--- config.mk ---
export PLATFORM = sky130hd
export DESIGN_NAME = alu_cmd_sequencer
export DESIGN_NICKNAME = d
export VERILOG_FILES = /design/src/rtl/alu_seq_pkg.sv /design/src/rtl/alu_res_fifo.sv /design/src/rtl/alu_cmd_sequencer.sv
export SDC_FILE = /design/constraint.sdc
export NUM_CORES = 1
export LEC_CHECK = 0
export CELL_PAD_IN_SITES_DETAIL_PLACEMENT = 1
export CELL_PAD_IN_SITES_GLOBAL_PLACEMENT = 1
export CORE_UTILIZATION = 46
export DETAILED_ROUTE_END_ITERATION = 8
export PLACE_DENSITY = 0.8
export REMOVE_ABC_BUFFERS = 1
export SYNTH_ARGS = -nofsm -noshare
export SYNTH_HDL_FRONTEND = slang
export SYNTH_HIERARCHICAL = 1
export SYNTH_SLANG_ARGS = --single-unit
--- constraint.sdc ---
create_clock -name clk -period 3.65 [get_ports clk]
set_input_delay 0.73 -clock clk [delete_from_list [all_inputs] [get_ports clk]]
set_output_delay 0.73 -clock clk [all_outputs]
set_load 0.01 [all_outputs]
--- src/rtl/alu_seq_pkg.sv ---
// Shared opcodes, FSM states and result-entry layout for the ALU command sequencer.
package alu_seq_pkg;

  localparam logic [3:0] OP_ADD  = 4'h0;
  localparam logic [3:0] OP_SUB  = 4'h1;
  localparam logic [3:0] OP_MUL  = 4'h2;
  localparam logic [3:0] OP_DIV  = 4'h3;
  localparam logic [3:0] OP_MOD  = 4'h4;
  localparam logic [3:0] OP_AND  = 4'h5;
  localparam logic [3:0] OP_OR   = 4'h6;
  localparam logic [3:0] OP_EQ   = 4'h7;
  localparam logic [3:0] OP_LAND = 4'h8;
  localparam logic [3:0] OP_LOR  = 4'h9;
  localparam logic [3:0] OP_SHR2 = 4'hA;
  localparam logic [3:0] OP_SHL2 = 4'hB;
  localparam logic [3:0] OP_XOR  = 4'hC;
  localparam logic [3:0] OP_NOT  = 4'hD;
  localparam logic [3:0] OP_CAT  = 4'hE;
  localparam logic [3:0] OP_DUP  = 4'hF;

  // Frame parser / execute states
  typedef enum logic [1:0] {
    S_HDR  = 2'd0,
    S_A    = 2'd1,
    S_B    = 2'd2,
    S_EXEC = 2'd3
  } state_t;

  // Result entry: tag 4, err 1, cout 1, data 8
  localparam int ENTRY_W = 14;

  typedef struct packed {
    logic [3:0] tag;
    logic       err;
    logic       cout;
    logic [7:0] data;
  } result_t;

  // Opcodes whose divisor (operand B) must be nonzero
  function automatic logic is_div_op(input logic [3:0] op);
    return (op == OP_DIV) || (op == OP_MOD);
  endfunction

endpackage

--- src/rtl/alu_res_fifo.sv ---
// Result FIFO with a registered first-word-fall-through head register.
// Entries land in the array first and move into the head register on the
// following edge, so the head output is always a register, never a RAM port.
module alu_res_fifo #(
  parameter int WIDTH = 14,
  parameter int DEPTH = 4
) (
  input  logic                     clk,
  input  logic                     rst_n,
  input  logic                     wr_en,
  input  logic [WIDTH-1:0]         wr_data,
  input  logic                     rd_en,
  output logic [WIDTH-1:0]         rd_data,
  output logic                     rd_valid,
  output logic                     full,
  output logic                     empty,
  output logic [$clog2(DEPTH):0]   count
);

  localparam int AW = (DEPTH > 1) ? $clog2(DEPTH) : 1;
  localparam int CW = $clog2(DEPTH) + 1;

  logic [WIDTH-1:0] mem [DEPTH];
  logic [AW-1:0]    wr_ptr_reg, rd_ptr_reg;
  logic [CW-1:0]    mem_count_reg;   // entries still in the array (not yet at head)
  logic             head_valid_reg;
  logic [WIDTH-1:0] head_data_reg;

  logic push, pop, load;

  // Occupancy covers both the array and the head register
  assign count = mem_count_reg + CW'(head_valid_reg);
  assign full  = (count == CW'(DEPTH));
  assign empty = (count == '0);

  assign push = wr_en & ~full;
  assign pop  = head_valid_reg & rd_en;
  assign load = (~head_valid_reg | pop) & (mem_count_reg != '0);

  assign rd_data  = head_data_reg;
  assign rd_valid = head_valid_reg;

  // Array write port; storage needs no reset
  always_ff @(posedge clk) begin
    if (push) mem[wr_ptr_reg] <= wr_data;
  end

  // Pointers, occupancy and head register
  always_ff @(posedge clk or negedge rst_n) begin
    if (!rst_n) begin
      wr_ptr_reg     <= '0;
      rd_ptr_reg     <= '0;
      mem_count_reg  <= '0;
      head_valid_reg <= 1'b0;
      head_data_reg  <= '0;
    end else begin
      if (push) wr_ptr_reg <= wr_ptr_reg + AW'(1);
      if (load) begin
        rd_ptr_reg    <= rd_ptr_reg + AW'(1);
        head_data_reg <= mem[rd_ptr_reg];
      end
      mem_count_reg <= mem_count_reg + CW'(push) - CW'(load);
      if (load)     head_valid_reg <= 1'b1;
      else if (pop) head_valid_reg <= 1'b0;
    end
  end

endmodule

--- src/rtl/alu_cmd_sequencer.sv ---
// Byte-serial command front end for the 8-bit ALU: parses header/A/B frames,
// drives registered operands, samples the ALU after a settle time and queues
// tagged results toward a valid/ready consumer.
module alu_cmd_sequencer
  import alu_seq_pkg::*;
#(
  parameter int DEPTH    = 4,
  parameter int ALU_WAIT = 0
) (
  input  logic       clk,
  input  logic       rst_n,
  input  logic       in_valid,
  output logic       in_ready,
  input  logic [7:0] in_data,
  output logic [7:0] alu_a,
  output logic [7:0] alu_b,
  output logic [3:0] alu_sel,
  input  logic [7:0] alu_res,
  input  logic       alu_cout,
  output logic       out_valid,
  input  logic       out_ready,
  output logic [7:0] out_data,
  output logic       out_cout,
  output logic       out_err,
  output logic [3:0] out_tag,
  output logic       busy,
  output logic [7:0] cmd_count
);

  state_t     state_reg, state_next;
  logic [3:0] tag_reg;
  logic [7:0] a_reg, b_reg;
  logic [3:0] sel_reg;
  logic [3:0] wait_reg;
  logic [7:0] count_reg;
  logic       push;
  logic       accept;

  logic                  fifo_full, fifo_empty;
  logic [$clog2(DEPTH):0] fifo_count;
  result_t               entry, head;
  logic                  unused_fifo_status;

  assign accept    = in_valid & in_ready;
  assign alu_a     = a_reg;
  assign alu_b     = b_reg;
  assign alu_sel   = sel_reg;
  assign busy      = (state_reg != S_HDR);
  assign cmd_count = count_reg;

  assign unused_fifo_status = &{1'b0, fifo_empty, fifo_count};

  // Next-state, byte acceptance and push decision
  always_comb begin
    state_next = state_reg;
    in_ready   = 1'b0;
    push       = 1'b0;
    case (state_reg)
      S_HDR: begin
        in_ready = 1'b1;
        if (in_valid) state_next = S_A;
      end
      S_A: begin
        in_ready = 1'b1;
        if (in_valid) state_next = S_B;
      end
      S_B: begin
        in_ready = 1'b1;
        if (in_valid) state_next = S_EXEC;
      end
      S_EXEC: begin
        // Full check uses current occupancy; a same-cycle pop does not help
        if (wait_reg == 4'd0 && !fifo_full) begin
          push       = 1'b1;
          state_next = S_HDR;
        end
      end
      default: state_next = S_HDR;
    endcase
  end

  // Divide/modulo by zero replaces the ALU output with a flagged zero
  always_comb begin
    entry.tag = tag_reg;
    if (is_div_op(sel_reg) && b_reg == 8'd0) begin
      entry.err  = 1'b1;
      entry.cout = 1'b0;
      entry.data = 8'h00;
    end else begin
      entry.err  = 1'b0;
      entry.cout = alu_cout;
      entry.data = alu_res;
    end
  end

  // State register
  always_ff @(posedge clk or negedge rst_n) begin
    if (!rst_n) state_reg <= S_HDR;
    else        state_reg <= state_next;
  end

  // Frame fields, settle counter and completed-command counter
  always_ff @(posedge clk or negedge rst_n) begin
    if (!rst_n) begin
      tag_reg   <= '0;
      sel_reg   <= '0;
      a_reg     <= '0;
      b_reg     <= '0;
      wait_reg  <= '0;
      count_reg <= '0;
    end else begin
      if (accept) begin
        case (state_reg)
          S_HDR: begin
            tag_reg <= in_data[7:4];
            sel_reg <= in_data[3:0];
          end
          S_A:     a_reg <= in_data;
          S_B: begin
            b_reg    <= in_data;
            wait_reg <= 4'(ALU_WAIT);
          end
          default: ;
        endcase
      end
      if (state_reg == S_EXEC && wait_reg != 4'd0) wait_reg <= wait_reg - 4'd1;
      if (push) count_reg <= count_reg + 8'd1;
    end
  end

  alu_res_fifo #(
    .WIDTH (ENTRY_W),
    .DEPTH (DEPTH)
  ) u_fifo (
    .clk      (clk),
    .rst_n    (rst_n),
    .wr_en    (push),
    .wr_data  (entry),
    .rd_en    (out_ready),
    .rd_data  (head),
    .rd_valid (out_valid),
    .full     (fifo_full),
    .empty    (fifo_empty),
    .count    (fifo_count)
  );

  assign out_data = head.data;
  assign out_cout = head.cout;
  assign out_err  = head.err;
  assign out_tag  = head.tag;

endmodule
==> qor.yml <==
cap_viol_max_count: 0
internal_power_mw: 3.85
cts_resized: 0
max_freq_ghz: 0.317
h-tree-depth: 4
critical_path.startpoint_type: "flip-flop"
crit_type: "reg -> reg"
seq_power_share_pct: 38.6
grt_pass1_vias: 3007
multi_input_area_um2: 1580
p_comb_share_pct: 32.2
p_sw_mw: 1.64
startpoint: "u_fifo/rd_valid"
wl_um: 9550
finalSetupTns_ns: 0
post-route-period-util_pct: 86.4
grt_first_pass_wirelength_um: 16000
worst_setup_path_end_kind: "flip-flop"
rsz0062_at_grt: "no"
min_path_type: "in -> async"
vias_per_cell: 5.22
drive_gt1_share_pct: 22.7
setup_viol: 0
io_pins: 66
syn_inst: 282
cts-buffers-inserted: 17
worst_slew_pin_slew_ns: 1.04
fin_nets: 399
antenna_found_initial: 0
nFillCells: 960
yosysWarnings: 6
clk_latency_ns: 0.51
vias: 2669
die_area_um2: 11000
gp_congestion: 0.748
cts_tree: "yes"
fin_crit_ns: 3.15
largest_register_ff_count: 56
ctsHoldBuffers: 0
busiest_layer: "met2"
drtIter0Drc: 99
cts_sinks: 116
final_antenna_net_count: 0
num_antenna_cells: 0
p_leak_nw: 2.47
grt_max_degree: 39
avgSynthCellArea_um2: 17.3
skew_ns: 0.00705
swShare_pct: 29.9
largest-register: "u_fifo/mem"
clk_pin_slew_ns: 0.06
cts_setup_buffers: 0
core_area_um2: 10300
mappedNetlistArea_um2: 4880
post-route-drc-count: 0
cts_root_buffer: "clkbuf_8"
die_w_um: 105
reg2reg_from: "u_fifo/rd_valid"
grt_util_met2_pct: 33.3
seq_area_um2: 3180
powerDensity_nw_per_um2: 880
peakVddDrop_uv: 390
regToRegSetupSlack_ns: 0.50
critical_path_arrival_ns: 3.29
finalHoldViolCount: 0
relSlewSlack_pct: 30.5
drt-wirelength-per-cell_um: 18.7
gr-total-overflow: 0
use_met3_pct: 5.24
crit_fanout: 14
dp_hpwl_um: 6390
syn_to_final_growth_pct: 27.8
clockBufferDepth: 2
start_util_pct: 47.4
die_h_um: 105
grt_use_met1_pct: 23.7
status: "complete, no violations"
firstDrtPassIters: 4
crit_required_ns: 3.78
utilization_pct: 60.6
grt.total_usage_pct: 19.7
clkPwrFrac_pct: 29.2
drv_slew: 0
port_buffers: 65
rows: 37
worst max-delay path, stage by stage, from the launching register on:
cell and delay [ns]:
dfrtp_1 0.40, ha_1 0.21, ha_1 0.19, xnor2_1 0.21, nor3_1 0.07, or4b_1 0.55
nor2_4 0.16, o31a_1 0.30, and2_1 0.68
worst paths after layout:
kind	to	depth (start not counted)
max	u_fifo/mem[2][13]	8
min	u_fifo/rd_data[10]	1
max reg2reg	u_fifo/mem[2][13]	8
min reg2reg	cmd_count[7]	1
max in group asynchronous	alu_a[5]	2
min in group clk	cmd_count[7]	1
cell usage in the layout, fill, tap and decap left out, types with 2 or more instances in the layout:
cell and instances:
and2_1 13, buf_4 3, bufinv_16 3, clkbuf_16 16, clkdlybuf4s50_1 64, clkinv_1 2, clkinv_2 3, clkinv_4 2
clkinvlp_4 3, dfrtp_1 60, edfxtp_1 56, ha_1 15, inv_1 12, mux2_1 7, mux2_2 25, mux2_4 9
mux4_1 6, mux4_2 8, nand2_1 5, nand2b_1 2, nand3_1 4, nand3b_1 2, nand4_1 3, nor2_1 4
nor3_1 4, nor3_2 5, nor3b_1 2, o211ai_1 2, o21ai_0 4, xnor2_1 5, xor2_1 9
layer usage:
layer	share of wire (%)	wire [um]	vias up
li1	-	-	1214
met1	43	4100	1378
met2	52	4970	67
met3	3.7	349	10
met4	1.4	130	0
met5	0	0	-
layout make-up:
class / instances / area share (%)
Clock buffer: 18 / 6.71
Clock inverter: 14 / 2.59
Inverter: 13 / 0.783
Multi-Input combinational cell: 146 / 25.4
Sequential cell: 116 / 51.1
Tap cell: 136 / 2.73
Timing Repair Buffer: 68 / 10.7
power by group through the flow:
| stage | Clock (mW) | Sequential (mW) | Combinational (mW) |
|---|---|---|---|
| finish | 1.60 | 2.12 | 1.77 |
| CTS | 1.64 | 2.13 | 1.80 |
| detailed placement | 0 | 2.14 | 1.77 |
| global placement | 0 | 2.11 | 1.71 |
| floorplan | 0 | 2.15 | 0.951 |
| global route | 1.69 | 2.18 | 1.93 |
stage by stage:
| stage | hold WS, ns | total power, mW | cells | worst slack, ns | area, um2 |
|---|---|---|---|---|---|
| after floorplan | 0.434 | 3.10 | 275 | 0.463 | 4810 |
| after global placement | 0.457 | 3.81 | 479 | 0.626 | 5650 |
| after detailed placement | 0.463 | 3.92 | 479 | 0.544 | 5650 |
| after CTS | 0.189 | 5.57 | 511 | 0.475 | 6230 |
| after global routing | 0.223 | 5.80 | 511 | 0.240 | 6230 |
| final | 0.196 | 5.48 | 511 | 0.495 | 6230 |
Power figures use the tool's default switching activity.
